--- src/rtl/cofre_pkg.sv ---
// cofre_pkg -- shared types and constants for the safe alarm controller.
//   cofre_state_t   : FSM state encoding (codes are visible on the lcd debug field)
//   COFRE_MAX_DOORS : upper bound on the number of monitored contacts
package cofre_pkg;

  typedef enum logic [1:0] {
    IDLE  = 2'd0,
    ARMED = 2'd1,
    GRACE = 2'd2,
    ALARM = 2'd3
  } cofre_state_t;

  localparam int unsigned COFRE_MAX_DOORS = 8;

endpackage

--- src/rtl/cofre_alarm_ctrl_grace_timer.sv ---
// grace_timer -- CW-bit down-counter used for the pre-alarm grace window.
//   clk_2, reset : clock, asynchronous active-high reset
//   load         : load count with load_val (priority over en)
//   load_val     : value loaded on load
//   en           : decrement by one per cycle, saturating at zero
//   count        : current (registered) count
//   done         : count == 1, i.e. this is the last grace cycle
module grace_timer #(
  parameter int unsigned CW = 3
) (
  input  logic          clk_2,
  input  logic          reset,
  input  logic          load,
  input  logic [CW-1:0] load_val,
  input  logic          en,
  output logic [CW-1:0] count,
  output logic          done
);

  logic [CW-1:0] count_q;
  logic [CW-1:0] count_d;

  always_comb begin
    count_d = count_q;
    if (load) begin
      count_d = load_val;
    end else if (en && (count_q != '0)) begin
      count_d = count_q - CW'(1);
    end
  end

  always_ff @(posedge clk_2 or posedge reset) begin
    if (reset) begin
      count_q <= '0;
    end else begin
      count_q <= count_d;
    end
  end

  assign count = count_q;
  assign done  = (count_q == CW'(1));

endmodule

--- src/rtl/cofre_alarm_ctrl.sv ---
// cofre_alarm_ctrl -- sequential safe ("cofre") alarm controller.
// Watches NDOORS contacts against the time-lock window (relogio) and the
// manager key (gerente). An unauthorised opening while armed starts a grace
// countdown; if the manager does not turn up before it expires the alarm
// latches and only an acknowledged manager can clear it.
//   clk_2        : system clock
//   reset        : asynchronous, active-high reset
//   door_open    : per-contact open flags
//   relogio      : business-hours window (disarm allowed)
//   gerente      : manager key present
//   ack          : alarm acknowledge (only with gerente)
//   panic        : (COFRE_PANIC_EN builds only) force ALARM from any state
//   alarme       : 1 while in ALARM
//   pending      : 1 while in GRACE
//   zone_latched : doors seen open since arming
//   state        : current state code (lcd debug)
//   grace_cnt    : remaining grace cycles (lcd debug)
// Optional feature macro: COFRE_PANIC_EN
module cofre_alarm_ctrl
  import cofre_pkg::*;
#(
  parameter int unsigned NDOORS       = 4,
  parameter int unsigned GRACE_CYCLES = 5,
  localparam int unsigned CW = (GRACE_CYCLES == 0) ? 1 : $clog2(GRACE_CYCLES + 1)
) (
  input  logic              clk_2,
  input  logic              reset,
  input  logic [NDOORS-1:0] door_open,
  input  logic              relogio,
  input  logic              gerente,
  input  logic              ack,
`ifdef COFRE_PANIC_EN
  input  logic              panic,
`endif
  output logic              alarme,
  output logic              pending,
  output logic [NDOORS-1:0] zone_latched,
  output logic [1:0]        state,
  output logic [CW-1:0]     grace_cnt
);

  cofre_state_t      state_q, state_d;
  logic [NDOORS-1:0] zone_q, zone_d;
  logic              alarme_q, alarme_d;
  logic              pending_q, pending_d;

  logic              tmr_load;
  logic [CW-1:0]     tmr_load_val;
  logic              tmr_en;
  logic              tmr_done;
  logic              intrude;

  assign intrude = |door_open;

  always_comb begin
    state_d = state_q;
    zone_d  = zone_q;
    case (state_q)
      IDLE: begin
        if (!relogio) state_d = ARMED;
      end
      ARMED: begin
        if (relogio) begin
          state_d = IDLE;
          zone_d  = '0;
        end else if (intrude && !gerente) begin
          zone_d  = zone_q | door_open;
          state_d = (GRACE_CYCLES == 0) ? ALARM : GRACE;
        end
      end
      GRACE: begin
        zone_d = zone_q | door_open;
        // Manager abort beats expiry in the same cycle; relogio only picks
        // the landing state.
        if (gerente) begin
          state_d = relogio ? IDLE : ARMED;
          zone_d  = '0;
        end else if (tmr_done) begin
          state_d = ALARM;
        end
      end
      ALARM: begin
        zone_d = zone_q | door_open;
        if (ack && gerente) begin
          state_d = relogio ? IDLE : ARMED;
          zone_d  = '0;
        end
      end
      default: begin
        state_d = IDLE;
        zone_d  = '0;
      end
    endcase
`ifdef COFRE_PANIC_EN
    if (panic) begin
      state_d = ALARM;
      zone_d  = zone_q;
    end
`endif
  end

  // Counter is reloaded on every cycle that is not a GRACE->GRACE stay:
  // with GRACE_CYCLES when entering GRACE, with zero otherwise, so it reads
  // zero everywhere outside GRACE and can never wrap.
  always_comb begin
    tmr_load     = (state_d != GRACE) || (state_q != GRACE);
    tmr_load_val = (state_d == GRACE) ? CW'(GRACE_CYCLES) : '0;
    tmr_en       = (state_q == GRACE);
    alarme_d     = (state_d == ALARM);
    pending_d    = (state_d == GRACE);
  end

  grace_timer #(
    .CW (CW)
  ) u_grace_timer (
    .clk_2    (clk_2),
    .reset    (reset),
    .load     (tmr_load),
    .load_val (tmr_load_val),
    .en       (tmr_en),
    .count    (grace_cnt),
    .done     (tmr_done)
  );

  always_ff @(posedge clk_2 or posedge reset) begin
    if (reset) begin
      state_q   <= IDLE;
      zone_q    <= '0;
      alarme_q  <= 1'b0;
      pending_q <= 1'b0;
    end else begin
      state_q   <= state_d;
      zone_q    <= zone_d;
      alarme_q  <= alarme_d;
      pending_q <= pending_d;
    end
  end

  assign alarme       = alarme_q;
  assign pending      = pending_q;
  assign zone_latched = zone_q;
  assign state        = state_q;

endmodule

--- config.mk ---
export PLATFORM = sky130hd
export DESIGN_NAME = cofre_alarm_ctrl
export DESIGN_NICKNAME = d
export VERILOG_FILES = /design/src/rtl/cofre_pkg.sv /design/src/rtl/cofre_alarm_ctrl_grace_timer.sv /design/src/rtl/cofre_alarm_ctrl.sv
export SDC_FILE = /design/constraint.sdc
export NUM_CORES = 1
export LEC_CHECK = 0
export BUFFER_PORTS_ARGS = -buffer_cell sky130_fd_sc_hd__buf_2
export CORE_AREA = 2 2 39 41
export CTS_CLUSTER_DIAMETER = 120
export CTS_CLUSTER_SIZE = 14
export DETAILED_ROUTE_END_ITERATION = 16
export DIE_AREA = 0 0 41 43
export PLACE_DENSITY = 0.73
export SLEW_MARGIN = 20
export SYNTH_ARGS = -nofsm -noshare
export SYNTH_HDL_FRONTEND = slang
export SYNTH_SLANG_ARGS = --single-unit
--- constraint.sdc ---
create_clock -name clk_2 -period 3.08 [get_ports clk_2]
set_input_delay 0.616 -clock clk_2 [delete_from_list [all_inputs] [get_ports clk_2]]
set_output_delay 0.616 -clock clk_2 [all_outputs]
set_load 0.05 [all_outputs]
==> results of run 1 <==
==> cells in the mapped netlist (2+ instances only) <==
cell	instances	share of area
ha_1	3	0.062
nor2b_1	2	0.021
a211oi_1	2	0.025
dfrtp_1	11	0.45
nand2b_4	2	0.045
nand2b_1	3	0.031
o21ai_0	4	0.033
nor2_1	3	0.019
nand3_1	5	0.041
a21oi_1	9	0.074
nand2_1	2	0.012
inv_1	6	0.037
==> worst paths after layout <==
kind,end,cells after the start
worst min register to register,zone_latched[3],2
worst min-delay path,state[1],2
worst max register to register,state[0],4
max in group asynchronous,zone_latched[0],2
min in group clk_2,zone_latched[3],2
worst max-delay path,state[0],1
==> kinds of logic (layout without fill, tap and decap cells) <==
family / after synthesis / after routing / synth area share
AND/OR/NAND/NOR: 22 / 22 / 0.239
AO/OA/AOI/OAI: 18 / 18 / 0.177
flip-flops: 11 / 11 / 0.453
buffers and inverters: 7 / 29 / 0.0556
adder cells (fa/ha/maj): 3 / 3 / 0.0617
XOR/XNOR: 1 / 1 / 0.0144
==> metal layers <==
| metal | vias up | GRT usage |
|---|---|---|
| met4 | 0 | 0.120 |
| met3 | 4 | 0.0314 |
| li1 | 261 | - |
| met5 | - | 0 |
| met2 | 13 | 0.266 |
| met1 | 244 | 0.227 |
==> cell usage in the layout, fill, tap and decap left out <==
cell type  Yosys  layout
clkbuf_1       0       1
clkbuf_4       0       3
nand2_1        2       2
nor2b_1        2       2
o21ai_0        4       4
a211oi_1       2       2
a21oi_1        9       9
or4_4          1       1
a32o_1         1       1
nor4_1         1       1
buf_2          0      19
inv_1          6       6
or3_4          1       1
a21oi_2        1       1
dfrtp_1       11      11
ha_1           3       3
nand3_1        5       5
nand2b_1       3       3
and2b_1        1       1
or2_2          1       1
nand2b_4       2       2
xnor2_1        1       1
nor2_1         3       3
o32ai_1        1       1
==> flip-flops by register name, summed over array words and instances (netlist names) <==
name and flops:
zone_latched 4, u_grace_timer.count 3, state 2, pending 1, alarme 1
==> stage by stage <==
stage          utilization  hold slack [ns]  std cells  worst slack, ns  total power, W
6_report             0.533            0.316        100             1.29        0.000757
5_1_grt              0.533            0.356        100             1.23        0.000818
4_1_cts              0.533            0.344        100             1.29        0.000762
3_5_place_dp         0.514            0.546         96             1.49        0.000663
3_3_place_gp         0.514            0.538         96             1.47        0.000655
2_1_floorplan            -            0.468         62             1.25        0.000582
==> worst register-to-register path, delay by kind of cell (launching register included) <==
kind / cells / cell delay (ns)
AO/OA/AOI/OAI: 1 / 0.24
AND/OR/NAND/NOR: 2 / 0.56
adder cells (fa/ha/maj): 1 / 0.21
flip-flops: 1 / 0.42
==> final cells by class <==
| cell class | count | area, µm² | share of cell area |
|---|---|---|---|
| well taps | 16 | 20.0 | 0.0271 |
| repair buffers | 19 | 95.1 | 0.129 |
| inverters | 6 | 22.5 | 0.0305 |
| multi-input cells | 44 | 299 | 0.405 |
| flip-flops and latches | 11 | 275 | 0.373 |
| clock buffers | 4 | 26.3 | 0.0356 |
==> power by group through the flow <==
stage / Sequential [W] / Clock, W / Combinational, W
floorplan: 0.000414 / 0 / 0.000168
global placement: 0.000252 / 0 / 0.000403
detailed placement: 0.000254 / 0 / 0.000409
CTS: 0.000252 / 0.000100 / 0.000410
global route: 0.000261 / 0.000110 / 0.000448
finish: 0.000251 / 0.0000986 / 0.000407
==> qor.yml, run 1 <==
global_routing:
  antenna_found_initial: 0
  grt_pass1_vias: 523
  grt_first_pass_wirelength_mm: 2.16
  track_usage: 0.180
  grt_max_degree: 12
  grt_overflow: 0
setup_path:
  critPathLaunch: "state[0]"
  arrival_ns: 1.17
  path_max_fanout: 11
  reg2reg_from: "u_grace_timer.count[0]"
  crit_slowest_cell: "dfrtp_1"
  cpPeakStageDelay_ns: 0.56
  crit_family: "flip-flops"
  cp_cell_sequence: "buf_2"
  critical_path_class: "reg -> out"
  critPathBufInv: 1
  end_kind: "primary output"
  r2r_slack_ns: 1.54
  cp-start-kind: "flop"
  worstPathRequired_ns: 2.46
timing:
  tightest_slew_ns: 0.545
  min_period_ns: 1.79
  maxSlewHeadroom: 0.635
  hold_viol_final: 0
  finalCritPeriodShare: 0.580
  fmax_mhz: 560
  rsz0062_at_grt: "no"
  tns_ns: 0
  finalMaxSlewViolations: 0
  fin_worst_skew_ns: 0.000324
  setup_viol: 0
route:
  routed-wl-met2_um: 621
  met1Wirelength_um: 517
  wl_met3_um: 42
  dr.pass1.iters: 4
  routedWlPerCell_um: 12.0
  drc: 0
  top_layer: "met4"
  vias_per_cell: 5.22
  ant_nets: 0
  wl_mm: 1.20
  vias: 522
  drt_iter0_markers: 12
logic_synthesis:
  ys_seq_area_frac: 0.453
  synth_cells: 62
  synth_enable_flop_cells: 0
  dominantRegCellSynth: "dfrtp_1"
  syn_avg_cell_area_um2: 9.81
  async_reset_ff_frac: 1.00
  ys_types: 22
  mappedNetlistNets: 74
  synth_area_um2: 608
  ys_ff_latch: 11
  yosysWarnings: 0
floorplanning:
  dieArea_um2: 1760
  core_area_um2: 1380
  die_h_um: 43
  ios: 20
  core.rowCount: 14
  start_util: 0.439
  die_w_um: 41
power_and_ir_drop:
  swShare: 0.514
  power_density_nw_per_um2: 1030
  power.share.clock: 0.130
  seqPwrFrac: 0.332
  vdd_ir_drop_max_uv: 546
  combPwrFrac: 0.538
  power_switching_w: 0.000390
  intPower_w: 0.000368
  p_leak_nw: 0.374
place:
  hpwlAfterDp_um: 969
  numPortBuffers: 19
  dpl_cell_area_um2: 712
  gp_congestion: 0.768
run:
  max_cap_violations: 0
clocking:
  cts_tree: "done"
  worstSkewPairLatency_ns: 0.27
  hold_buffers: 0
  cts.path.max_buffers: 2
  clock-sinks: 11
  cts_made_buffers: 3
  ctsHtreeMaxLevel: 1
  root_buffer: "clkbuf_4"
  cts_setup_buffers: 0
  ctsResizeCount: 0
  clk_pin_slew_ns: 0.07
worst_hold_path:
  min_path_type: "in -> async"
layout:
  stdcell_area_um2: 738
  diodes: 0
  nets: 97
  layout-drive-gt1-share: 0.333
  fillers: 129
  syn_to_final_growth_pct: 21.4
run_status:
  status: "completed"
(Power assumes the default switching activity.)
==> run 2, diff against run 1 <==
--- a/config.mk
+++ b/config.mk
@@ -6,12 +6,12 @@
 export NUM_CORES = 1
 export LEC_CHECK = 0
 export BUFFER_PORTS_ARGS = -buffer_cell sky130_fd_sc_hd__buf_2
-export CORE_AREA = 2 2 39 41
+export CORE_MARGIN = 1.5
+export CORE_UTILIZATION = 42
 export CTS_CLUSTER_DIAMETER = 120
 export CTS_CLUSTER_SIZE = 14
 export DETAILED_ROUTE_END_ITERATION = 16
-export DIE_AREA = 0 0 41 43
-export PLACE_DENSITY = 0.73
+export PLACE_DENSITY = 0.71
 export SLEW_MARGIN = 20
 export SYNTH_ARGS = -nofsm -noshare
 export SYNTH_HDL_FRONTEND = slang
==> constraint.sdc (replaced) <==
create_clock -name clk_2 -period 1.6 [get_ports clk_2]
set_input_delay 0.32 -clock clk_2 [delete_from_list [all_inputs] [get_ports clk_2]]
set_output_delay 0.32 -clock clk_2 [all_outputs]
set_load 0.05 [all_outputs]
==> run 2 against run 1 <==
Count of clock-buffer cells in the layout stayed put. Wire length is 7.6% higher. Non-clock buffer count up 1. Critical path depth grew 3. Global-route usage rose by 1.5 points.
==> qor.yml, run 2 (synthesis gave the netlist of run 1 again) <==
place:
  post-place-cells: 96
  gp_congestion: 0.836
  numPortBuffers: 19
  hpwlAfterDp_mm: 1.01
clocking:
  cts_made_buffers: 3
  cts.path.max_buffers: 2
  root_buffer: "clkbuf_4"
  cts_setup_buffers: 0
  hold_buffers: 0
  cts_tree: "done"
  ctsHtreeMaxLevel: 1
  clock-sinks: 11
  ctsResizeCount: 0
  worstSkewPairLatency_ns: 0.27
  clk_pin_slew_ns: 0.08
timing:
  maxSlewHeadroom: 0.713
  min_period_ns: 1.51
  finalMaxSlewViolations: 0
  rsz0062_at_grt: "no"
  hold_viol_final: 0
  setup_viol: 0
  fin_worst_skew_ns: 0.0143
  finalCritPeriodShare: 0.942
  fmax_mhz: 663
  tightest_slew_ns: 0.430
  fin_hold_ws_ns: 0.0254
floorplanning:
  dieArea_um2: 1690
  core.rowCount: 13
  start_util: 0.462
  die_h_um: 41.1
  ios: 20
  core_area_um2: 1320
  die_w_um: 41.1
layout:
  layout-drive-gt1-share: 0.376
  nets: 98
  fillers: 115
  syn_to_final_growth_pct: 22.8
  largest_register_ff_count: 4
  final_cell_mix: "19 x buf_2, 9 x a21oi_1, 9 x dfrtp_1, 5 x nand3_1, 5 x inv_1"
  fin_cells: 100
  utilization: 0.567
  mostFrequentLayoutCell: "buf_2"
  diodes: 0
global_routing:
  antenna_found_initial: 0
  grt_first_pass_wirelength_mm: 1.95
  grt_pass1_vias: 443
  grt_max_degree: 12
  grt_overflow: 0
  track_usage: 0.195
setup_path:
  path_max_fanout: 5
  r2r_slack_ns: 0.09
  cp_cell_sequence: "ha_1, and2b_1, or3_4, a32o_1"
  worstPathRequired_ns: 1.76
  end_kind: "flop"
  crit_slowest_cell: "dfrtp_2"
  arrival_ns: 1.67
  cp-start-kind: "flop"
  critPathBufInv: 0
  crit_cells: 4
  crit_family: "simple AND/OR/NAND/NOR gates"
  cpPeakStageDelay_ns: 0.42
  reg2reg_depth: 4
  critical_path_class: "reg -> reg"
power_and_ir_drop:
  p_leak_nw: 0.376
  vdd_ir_drop_max_uv: 858
  power_density_nw_per_um2: 1980
  finalPower_w: 0.00148
route:
  drt_iter0_markers: 14
  dr.pass1.iters: 4
  drc: 0
  vias: 530
  vias_per_cell: 5.30
  routedWlPerCell_um: 13.0
  wl_mm: 1.30
  ant_nets: 0
run:
  max_cap_violations: 0
run_status:
  status: "completed"
worst_hold_path:
  min_path_type: "in -> async"
run 2: cell types whose count changed in the layout (fill, tap and decap cells not counted), sizes merged:
cell  previous run  this run
buf             19        20
run 2: final cells by class:
cell class / instances / area, µm² / area share
Clock buffer: 4 / 26.3 / 0.0352
Inverter: 6 / 22.5 / 0.0302
Multi-Input combinational cell: 44 / 299 / 0.400
Sequential cell: 11 / 278 / 0.372
Tap cell: 15 / 18.8 / 0.0251
Timing Repair Buffer: 20 / 103 / 0.137
run 2: worst reg2reg max path, stage by stage, from the launching register on:
cell and delay (ns):
dfrtp_2 0.42, ha_1 0.19, and2b_1 0.16, or3_4 0.40
a32o_1 0.24
run 2: power breakdown:
part / leakage (nW) / internal, W / switching [W]
Sequential: 0.139 / 0.000377 / 0.000102
Clock: 0.0150 / 0.0000964 / 0.0000917
Combinational: 0.223 / 0.000248 / 0.000561
Total: 0.376 / 0.000722 / 0.000755
run 2: worst paths after layout:
check                                         end                    from
max reg2reg                              state[0]  u_grace_timer.count[0]
max                                      state[0]  u_grace_timer.count[0]
max in group asynchronous  u_grace_timer.count[1]                   reset
min reg2reg                       zone_latched[2]         zone_latched[2]
min in group clk_2                zone_latched[0]            door_open[0]
min                                      state[1]                   reset
run 2: stage by stage:
stage	TNS, ns	instance area (µm²)	worst slack (ns)
6_report	0	747	0.0927
5_1_grt	0	747	0.0362
4_1_cts	0	747	0.0834
3_5_place_dp	0	721	0.0862
3_3_place_gp	0	721	0.114
2_1_floorplan	-0.0324	611	-0.0324
run 2: routing by layer:
layer | global-route usage | wire (µm)
met2 | 0.313 | 656
met3 | 0.0978 | 70
met5 | 0 | 0
met4 | 0.0750 | 12
met1 | 0.217 | 555
==> run 3, diff against run 2 <==
--- a/config.mk
+++ b/config.mk
@@ -6,7 +6,6 @@
 export NUM_CORES = 1
 export LEC_CHECK = 0
 export BUFFER_PORTS_ARGS = -buffer_cell sky130_fd_sc_hd__buf_2
-export CORE_MARGIN = 1.5
 export CORE_UTILIZATION = 42
 export CTS_CLUSTER_DIAMETER = 120
 export CTS_CLUSTER_SIZE = 14
==> run 3 against run 2 <==
Power shrank 0.93%. Clock power down 3%. Critical path type unchanged. Via count rose by 0.19%.
==> qor.yml, run 3 (synthesis gave the netlist of run 1 again) <==
route:
  drc: 0
  drt_iter0_markers: 11
  dr.pass1.iters: 4
  ant_nets: 0
  wl_mm: 1.23
  vias_per_cell: 5.31
  routedWlPerCell_um: 12.3
  vias: 531
clocking:
  cts_tree: "done"
  hold_buffers: 0
  clk_pin_slew_ns: 0.06
  cts_setup_buffers: 0
  ctsHtreeMaxLevel: 1
  ctsResizeCount: 0
  cts.path.max_buffers: 2
  worstSkewPairLatency_ns: 0.27
  cts_made_buffers: 3
  clock-sinks: 11
  root_buffer: "clkbuf_4"
timing:
  finalWorstSetupSlack_ns: 0.0502
  rsz0062_at_grt: "no"
  fin_worst_skew_ns: 0.00303
  fmax_mhz: 645
  finalCritPeriodShare: 0.969
  min_period_ns: 1.55
  maxSlewHeadroom: 0.726
  finalMaxSlewViolations: 0
  setup_viol: 0
  hold_viol_final: 0
  tightest_slew_ns: 0.411
global_routing:
  antenna_found_initial: 0
  grt_first_pass_wirelength_mm: 1.86
  track_usage: 0.189
  grt_overflow: 0
  grt_pass1_vias: 436
  grt_max_degree: 12
power_and_ir_drop:
  vdd_ir_drop_max_uv: 737
  power_density_nw_per_um2: 1960
  finalPower_w: 0.00146
  p_leak_nw: 0.376
setup_path:
  arrival_ns: 1.71
  cp-start-kind: "flop"
  critical_path_class: "reg -> reg"
  worstPathRequired_ns: 1.76
  path_max_fanout: 5
  end_kind: "flop"
run_status:
  status: "completed"
layout:
  layout-drive-gt1-share: 0.376
  mostFrequentLayoutCell: "buf_2"
  largest_register_ff_count: 4
  syn_to_final_growth_pct: 22.8
  fin_cells: 100
  final_cell_mix: "19 x buf_2, 9 x a21oi_1, 9 x dfrtp_1, 5 x nand3_1, 5 x inv_1"
  stdcell_area_um2: 747
  diodes: 0
  nets: 98
floorplanning:
  die_h_um: 40.1
  dieArea_um2: 1600
  core.rowCount: 13
  ios: 20
  core_area_um2: 1320
  start_util: 0.462
  die_w_um: 40.1
run:
  max_cap_violations: 0
place:
  dpl_cell_area_um2: 721
  numPortBuffers: 19
  hpwlAfterDp_um: 959
  gp_congestion: 0.811
  post-place-cells: 96
  pre_cts_slack_ns: 0.0558
worst_hold_path:
  min_path_type: "in -> async"
[run 3: routing by layer]
| layer | vias to the layer above | share of wire | track usage |
|---|---|---|---|
| met5 | - | 0 | 0 |
| met4 | 0 | 0.015 | 0.103 |
| met3 | 2 | 0.064 | 0.0833 |
| met2 | 17 | 0.49 | 0.294 |
| met1 | 253 | 0.43 | 0.213 |
| li1 | 259 | - | - |
[run 3: stage by stage]
stage / hold slack, ns / util / TNS (ns)
after floorplan: 0.172 / - / -0.0324
after global placement: 0.331 / 0.547 / 0
final: 0.0295 / 0.567 / 0
after detailed placement: 0.333 / 0.547 / 0
after CTS: 0.0363 / 0.567 / 0
after global routing: 0.0464 / 0.567 / 0
[run 3: final cells by class]
| cell class | count | area, µm² |
|---|---|---|
| Clock buffer | 4 | 26.3 |
| Multi-Input combinational cell | 44 | 299 |
| Fill cell | 119 | 571 |
| Sequential cell | 11 | 278 |
| Inverter | 6 | 22.5 |
| Timing Repair Buffer | 20 | 103 |
| Tap cell | 15 | 18.8 |
[run 3: final timing paths]
kind	start	end	slack [ns]	cells after the start
min in group clk_2	door_open[0]	zone_latched[0]	0.33	3
hold / removal	reset	zone_latched[0]	0.03	2
max in group asynchronous	reset	u_grace_timer.count[0]	1.26	2
hold reg to reg	zone_latched[3]	zone_latched[3]	0.55	2
setup reg to reg	u_grace_timer.count[0]	state[0]	0.05	4
setup / recovery	u_grace_timer.count[0]	state[0]	0.05	4
[run 3: critical path: stages (launching register included)]
cell     delay, ns
dfrtp_2       0.42
ha_1          0.20
and2b_1       0.17
or3_4         0.41
a32o_1        0.23
[run 3: power by group]
group	internal [W]	total [W]	switching (W)
logic	0.000248	0.000797	0.000548
clock network	0.0000965	0.000182	0.0000858
registers	0.000377	0.000484	0.000107
total	0.000722	0.00146	0.000741
